<file path="config.mk">
export PLATFORM = sky130hd
export DESIGN_NAME = mem_wb_stage_flat
export DESIGN_NICKNAME = d
export VERILOG_FILES = /design/src/rtl/riscv_pkg.sv /design/src/rtl/mem_wb_stage_if.sv /design/src/rtl/load_align.sv /design/src/rtl/mem_wb_stage.sv /design/src/flat_wrapper.sv
export SDC_FILE = /design/constraint.sdc
export NUM_CORES = 1
export LEC_CHECK = 0
export CORE_MARGIN = 3
export CORE_UTILIZATION = 42
export CTS_CLUSTER_DIAMETER = 30
export DETAILED_ROUTE_END_ITERATION = 10
export PLACE_DENSITY_LB_ADDON = 0.1
export SLEW_MARGIN = 0
export SYNTH_ARGS = -nofsm -noshare
export SYNTH_HDL_FRONTEND = slang
export SYNTH_SLANG_ARGS = --single-unit
</file>
<file path="constraint.sdc">
create_clock -name clk -period 2.6 [get_ports clk]
set_input_delay 0.26 -clock clk [delete_from_list [all_inputs] [get_ports clk]]
set_output_delay 0.26 -clock clk [all_outputs]
set_load 0.01 [all_outputs]
</file>
<file path="src/rtl/riscv_pkg.sv">
// Shared RV32I encodings used by the writeback path and, later, the LSU.
package riscv_pkg;

  localparam int RV_XLEN = 32;

  localparam logic [2:0] F3_LB  = 3'b000;
  localparam logic [2:0] F3_LH  = 3'b001;
  localparam logic [2:0] F3_LW  = 3'b010;
  localparam logic [2:0] F3_LBU = 3'b100;
  localparam logic [2:0] F3_LHU = 3'b101;

  localparam logic [1:0] WB_SEL_ALU  = 2'd0;
  localparam logic [1:0] WB_SEL_LOAD = 2'd1;
  localparam logic [1:0] WB_SEL_PC4  = 2'd2;

  function automatic logic [31:0] sext8(input logic [7:0] b);
    return {{24{b[7]}}, b};
  endfunction

  function automatic logic [31:0] sext16(input logic [15:0] h);
    return {{16{h[15]}}, h};
  endfunction

endpackage

</file>
<file path="src/rtl/mem_wb_stage_if.sv">
// MEM->WB bus: MEM results and pipeline control in, WB writeback and counter out.
interface mem_wb_stage_if #(
  parameter int XLEN  = 32,
  parameter int CNT_W = 32
);
  logic            mem_valid;
  logic [XLEN-1:0] mem_alu_out;
  logic [XLEN-1:0] mem_read_data;
  logic [XLEN-1:0] mem_pc4;
  logic [4:0]      mem_rd;
  logic            mem_reg_write;
  logic [1:0]      mem_wb_sel;
  logic [2:0]      mem_funct3;
  logic            stall;
  logic            flush;
  logic            wb_valid;
  logic [4:0]      wb_rd;
  logic            wb_we;
  logic [XLEN-1:0] wb_data;
  logic            wb_misaligned;
  logic [CNT_W-1:0] instret;

  modport master (
    output mem_valid, mem_alu_out, mem_read_data, mem_pc4, mem_rd,
           mem_reg_write, mem_wb_sel, mem_funct3, stall, flush,
    input  wb_valid, wb_rd, wb_we, wb_data, wb_misaligned, instret
  );

  modport slave (
    input  mem_valid, mem_alu_out, mem_read_data, mem_pc4, mem_rd,
           mem_reg_write, mem_wb_sel, mem_funct3, stall, flush,
    output wb_valid, wb_rd, wb_we, wb_data, wb_misaligned, instret
  );
endinterface

</file>
<file path="src/rtl/load_align.sv">
// Combinational load alignment: picks the addressed byte/half from a word-aligned
// DMEM read, extends it, and flags misaligned halfword/word accesses.
module load_align
  import riscv_pkg::*;
(
  input  logic [31:0] word,
  input  logic [1:0]  addr,
  input  logic [2:0]  funct3,
  output logic [31:0] data,
  output logic        misaligned
);

  logic [7:0]  byte_s;
  logic [15:0] half_s;
  logic [31:0] ext_s;

  // lane select, extension and misalignment decode
  always_comb begin
    byte_s = word[7:0];
    case (addr)
      2'b00:   byte_s = word[7:0];
      2'b01:   byte_s = word[15:8];
      2'b10:   byte_s = word[23:16];
      2'b11:   byte_s = word[31:24];
      default: byte_s = word[7:0];
    endcase

    if (addr[1]) half_s = word[31:16];
    else         half_s = word[15:0];

    ext_s      = word;
    misaligned = 1'b0;
    case (funct3)
      F3_LB:  ext_s = sext8(byte_s);
      F3_LBU: ext_s = {24'h000000, byte_s};
      F3_LH: begin
        ext_s      = sext16(half_s);
        misaligned = addr[0];
      end
      F3_LHU: begin
        ext_s      = {16'h0000, half_s};
        misaligned = addr[0];
      end
      // LW and the undefined encodings all take the full word
      default: begin
        ext_s      = word;
        misaligned = (addr != 2'b00);
      end
    endcase

    data = misaligned ? 32'h0000_0000 : ext_s;
  end

endmodule

</file>
<file path="src/rtl/mem_wb_stage.sv">
// MEM/WB pipeline register: forms the regfile write value, registers it with
// stall/flush control, and counts retired instructions.
module mem_wb_stage
  import riscv_pkg::*;
#(
  parameter int XLEN  = 32,
  parameter int CNT_W = 32
) (
  input  logic          clk,
  input  logic          rst,
  mem_wb_stage_if.slave bus
);

  logic [XLEN-1:0]  ld_data_s;
  logic             ld_mis_s;
  logic             mis_s;
  logic             we_s;
  logic [XLEN-1:0]  data_s;

  logic             wb_valid_d, wb_valid_q;
  logic [4:0]       wb_rd_d, wb_rd_q;
  logic             wb_we_d, wb_we_q;
  logic [XLEN-1:0]  wb_data_d, wb_data_q;
  logic             wb_mis_d, wb_mis_q;
  logic [CNT_W-1:0] instret_d, instret_q;

  load_align u_load_align (
    .word       (bus.mem_read_data),
    .addr       (bus.mem_alu_out[1:0]),
    .funct3     (bus.mem_funct3),
    .data       (ld_data_s),
    .misaligned (ld_mis_s)
  );

  // writeback value and qualified write enable for the instruction in MEM
  always_comb begin
    mis_s = (bus.mem_wb_sel == WB_SEL_LOAD) & ld_mis_s;
    case (bus.mem_wb_sel)
      WB_SEL_ALU:  data_s = bus.mem_alu_out;
      WB_SEL_LOAD: data_s = ld_data_s;
      WB_SEL_PC4:  data_s = bus.mem_pc4;
      default:     data_s = bus.mem_alu_out;
    endcase
    we_s = bus.mem_valid & bus.mem_reg_write & (bus.mem_rd != 5'd0) & ~mis_s;
  end

  // next WB state: flush beats stall beats capture; the retiring entry counts on capture
  always_comb begin
    wb_valid_d = wb_valid_q;
    wb_rd_d    = wb_rd_q;
    wb_we_d    = wb_we_q;
    wb_data_d  = wb_data_q;
    wb_mis_d   = wb_mis_q;
    instret_d  = instret_q;
    if (bus.flush) begin
      wb_valid_d = 1'b0;
      wb_rd_d    = 5'd0;
      wb_we_d    = 1'b0;
      wb_data_d  = {XLEN{1'b0}};
      wb_mis_d   = 1'b0;
      instret_d  = instret_q;
    end else if (bus.stall) begin
      instret_d  = instret_q;
    end else begin
      wb_valid_d = bus.mem_valid;
      wb_rd_d    = bus.mem_rd;
      wb_we_d    = we_s;
      wb_data_d  = data_s;
      wb_mis_d   = mis_s;
      instret_d  = instret_q + {{(CNT_W-1){1'b0}}, wb_valid_q};
    end
  end

  // WB register bank and retired-instruction counter
  always_ff @(posedge clk) begin
    if (rst) begin
      wb_valid_q <= 1'b0;
      wb_rd_q    <= 5'd0;
      wb_we_q    <= 1'b0;
      wb_data_q  <= {XLEN{1'b0}};
      wb_mis_q   <= 1'b0;
      instret_q  <= {CNT_W{1'b0}};
    end else begin
      wb_valid_q <= wb_valid_d;
      wb_rd_q    <= wb_rd_d;
      wb_we_q    <= wb_we_d;
      wb_data_q  <= wb_data_d;
      wb_mis_q   <= wb_mis_d;
      instret_q  <= instret_d;
    end
  end

  assign bus.wb_valid      = wb_valid_q;
  assign bus.wb_rd         = wb_rd_q;
  assign bus.wb_we         = wb_we_q;
  assign bus.wb_data       = wb_data_q;
  assign bus.wb_misaligned = wb_mis_q;
  assign bus.instret       = instret_q;

endmodule

</file>
<file path="src/flat_wrapper.sv">
// flat-port wrapper written by rule: the top's interface ports become plain ports
module mem_wb_stage_flat import riscv_pkg::*;
#(
  parameter int XLEN  = 32,
  parameter int CNT_W = 32
)
  (clk, rst, bus_mem_valid, bus_mem_alu_out, bus_mem_read_data, bus_mem_pc4, bus_mem_rd, bus_mem_reg_write, bus_mem_wb_sel, bus_mem_funct3, bus_stall, bus_flush, bus_wb_valid, bus_wb_rd, bus_wb_we, bus_wb_data, bus_wb_misaligned, bus_instret);
  mem_wb_stage_if #(.XLEN(XLEN), .CNT_W(CNT_W)) bus_i ();
  input  logic clk;
  input  logic rst;
  input wire logic [$bits(bus_i.mem_valid)-1:0] bus_mem_valid;
  input wire logic [$bits(bus_i.mem_alu_out)-1:0] bus_mem_alu_out;
  input wire logic [$bits(bus_i.mem_read_data)-1:0] bus_mem_read_data;
  input wire logic [$bits(bus_i.mem_pc4)-1:0] bus_mem_pc4;
  input wire logic [$bits(bus_i.mem_rd)-1:0] bus_mem_rd;
  input wire logic [$bits(bus_i.mem_reg_write)-1:0] bus_mem_reg_write;
  input wire logic [$bits(bus_i.mem_wb_sel)-1:0] bus_mem_wb_sel;
  input wire logic [$bits(bus_i.mem_funct3)-1:0] bus_mem_funct3;
  input wire logic [$bits(bus_i.stall)-1:0] bus_stall;
  input wire logic [$bits(bus_i.flush)-1:0] bus_flush;
  output wire logic [$bits(bus_i.wb_valid)-1:0] bus_wb_valid;
  output wire logic [$bits(bus_i.wb_rd)-1:0] bus_wb_rd;
  output wire logic [$bits(bus_i.wb_we)-1:0] bus_wb_we;
  output wire logic [$bits(bus_i.wb_data)-1:0] bus_wb_data;
  output wire logic [$bits(bus_i.wb_misaligned)-1:0] bus_wb_misaligned;
  output wire logic [$bits(bus_i.instret)-1:0] bus_instret;
  assign bus_i.mem_valid = bus_mem_valid;
  assign bus_i.mem_alu_out = bus_mem_alu_out;
  assign bus_i.mem_read_data = bus_mem_read_data;
  assign bus_i.mem_pc4 = bus_mem_pc4;
  assign bus_i.mem_rd = bus_mem_rd;
  assign bus_i.mem_reg_write = bus_mem_reg_write;
  assign bus_i.mem_wb_sel = bus_mem_wb_sel;
  assign bus_i.mem_funct3 = bus_mem_funct3;
  assign bus_i.stall = bus_stall;
  assign bus_i.flush = bus_flush;
  assign bus_wb_valid = bus_i.wb_valid;
  assign bus_wb_rd = bus_i.wb_rd;
  assign bus_wb_we = bus_i.wb_we;
  assign bus_wb_data = bus_i.wb_data;
  assign bus_wb_misaligned = bus_i.wb_misaligned;
  assign bus_instret = bus_i.instret;
  mem_wb_stage #(.XLEN(XLEN), .CNT_W(CNT_W)) u_core (.clk(clk), .rst(rst), .bus(bus_i));
endmodule
</file>
==> results.toml <==
[run_status]
status = "completed"

[pwr]
p_leak_nw = 2.157
power-per-cell-area_nw_per_um2 = 430.2
power_mw = 2.743
vdd_ir_drop_max_mv = 0.3180

[grt]
grt_usage_pct = 25.04
grt_pass1_vias = 4589
antenna_found_initial = 0
grt_pass1_wl_microns = 22720
grt-ovfl-total = 0
grt_max_degree = 35

[floorplan]
die_area_sq_um = 11060
ios = 184
fp-row-count = 35
core_sq_um = 9415
die_h_microns = 105.2
initial_utilization_pct = 43.88
die_w_microns = 105.2

[yosys]
yosys_warnings = 0
synth_edf_count = 0
synth_area_per_cell_sq_um = 8.346
netlist_area_sq_um = 4131
yosys-mux-area-fraction_pct = 5.391
synth_top_family_by_area = "compound AO/OA/AOI/OAI gates"
yosysSeqAreaShare_pct = 34.89
synth_cell_type_count = 48
synth_cells = 495
synth_xor_area_share_pct = 1.696
synth-simple-area-share_pct = 21.93
async_flop_share_pct = 0
ys_seq_elements = 72
synth_compound_area_share_pct = 29.68
yosys_most_used_dff = "dfxtp_1"
synth_fa_ha_area_share_pct = 1.211
syn-num-nets = 611

[worst_setup_path]
start_kind = "flop"
required_ns = 2.88
worst-path-max-fanout = 15
cp_data_arrival_time_ns = 2.55
critPathCaptureType = "flop"
crit_type = "reg2reg"

[final_layout]
syn_to_final_growth_pct = 54.36
finish.net_count = 789
final_common_cell = "clkdlybuf4s50_1"
drive_gt1_share_pct = 8.260
utilization_pct = 67.73
final_cell_mix = "clkdlybuf4s50_1 (183), dfxtp_1 (72), a21oi_1 (63), nand2_1 (34), buf_4 (25)"
num_antenna_cells = 0

[sta]
finalClockSkew_ns = 0.01068
timing.fmax_ghz = 0.4414
post-route-period-util_pct = 87.13
fin_ws_ns = 0.3345
finalHoldViolations = 0
max_slew_margin_pct = 53.33
post-route-min-period_ns = 2.265
rsz0062_at_grt = "false"
setup_tns_ns = 0
fin_hold_ws_ns = 0.4530
worst_pin_slew_ns = 0.7001
setup-violations-final = 0
maxSlewViolCount = 0

[clocking]
cts-root-buf = "clkbuf_8"
ctsHoldBuffers = 0
cts-buffers-inserted = 9
clk_latency_ns = 0.35
clock_sinks = 72
cts_tree = "built"
clk_pin_slew_ns = 0.08
clk_path_buf_depth = 2
htreeDepth = 3
postCtsSetupRepairBufs = 0
postCtsResizedCells = 0

[place]
dp_slack_ns = 0.02527
hpwl_microns = 10810
gp_congestion = 0.8932
port_buffers = 183

[job]
maxCapViolations = 0

[route]
wirelength_microns = 14150
viasPerCell = 5.913
wl_per_cell_microns = 17.53
dr.pass1.iters = 5
top_layer = "met4"
drt.antenna.violating_nets = 0
via_count = 4772
wl_met1_microns = 5740
route.detailed.drc = 0
route.met3.wl_microns = 923
wl_met2_microns = 7098
drtIter0Drc = 226

[min_path]
hold_class = "reg2reg"
[power by group]
part / internal (mW) / switching [mW]
clock: 0.576 / 0.453
combinational: 0.320 / 0.251
sequential: 1.13 / 0.0154
total: 2.02 / 0.719
[routing by layer]
metal | GRT usage (%) | vias to the layer above
met5 | 0 | -
met4 | 7.966 | 0
met3 | 4.941 | 35
met2 | 43.49 | 213
met1 | 30.95 | 2257
li1 | - | 2267
[area by class of cell]
cell class / instances / area [sq um]
Clock buffer: 11 / 141.4
Clock inverter: 5 / 86.33
Fill cell: 798 / 3038
Inverter: 14 / 52.55
Multi-Input combinational cell: 368 / 2475
Sequential cell: 72 / 1441
Tap cell: 129 / 161.4
Timing Repair Buffer: 208 / 2019
[stage by stage]
step,cells,instance area [sq um]
5_1_grt,807,6377
3_5_place_dp,791,6150
3_3_place_gp,791,6150
4_1_cts,807,6377
2_1_floorplan,495,4131
6_report,807,6377
[critical path, stage by stage (launching register included)]
cell,delay (ns)
dfxtp_1,0.39
or3b_1,0.45
or4_4,0.67
buf_4,0.21
or3_1,0.35
a21oi_1,0.14
[final timing paths]
| kind | slack [ns] | from | cells past startpoint | end |
|---|---|---|---|---|
| min reg2reg | 0.45 | u_core.bus.wb_we | 2 | u_core.bus.wb_we |
| max | 0.33 | u_core.bus.instret[3] | 5 | u_core.bus.instret[12] |
| min | 0.45 | u_core.bus.wb_we | 2 | u_core.bus.wb_we |
| max reg2reg | 0.33 | u_core.bus.instret[3] | 5 | u_core.bus.instret[12] |
[synth_stat cells (3+ instances only)]
cell type	n	area, sq um
nand4_1	9	56.30
xor2_1	3	26.28
a21o_1	6	45.04
nand3b_1	9	67.56
mux2_2	6	67.56
or4_1	15	112.6
nand2b_1	4	25.02
nor3_1	4	20.02
nand2_1	34	127.6
o21ai_0	18	90.09
inv_1	12	45.04
a211oi_1	16	120.1
nor3b_1	17	127.6
or2_2	3	18.77
a22o_1	13	113.9
o32ai_1	8	70.07
a22oi_1	5	37.54
and4_1	5	43.79
a221oi_1	10	87.58
a21oi_1	63	315.3
xnor2_1	5	43.79
o221a_2	4	45.04
or3_1	8	50.05
nor2_1	18	67.56
clkbuf_1	33	123.9
buf_1	6	22.52
mux2i_1	11	110.1
nor2b_1	14	87.58
ha_1	4	50.05
nand3_1	10	50.05
o221ai_1	18	157.7
o31ai_1	13	97.59
dfxtp_1	72	1441
[kinds of logic after synthesis]
| family | count (synthesis) |
|---|---|
| mux | 19 |
| compound gates | 180 |
| xor+xnor | 8 |
| buf+inv | 55 |
| flops | 72 |
| simple gates | 157 |
| fa+ha+maj | 4 |
[registers in the layout, indices dropped and copies added, names as in the netlist]
register                  flops
u_core.bus.wb_we              1
u_core.bus.wb_valid           1
u_core.bus.wb_rd              5
u_core.bus.instret           32
u_core.bus.wb_misaligned      1
u_core.bus.wb_data           32
Power figures use the tool's default switching activity.
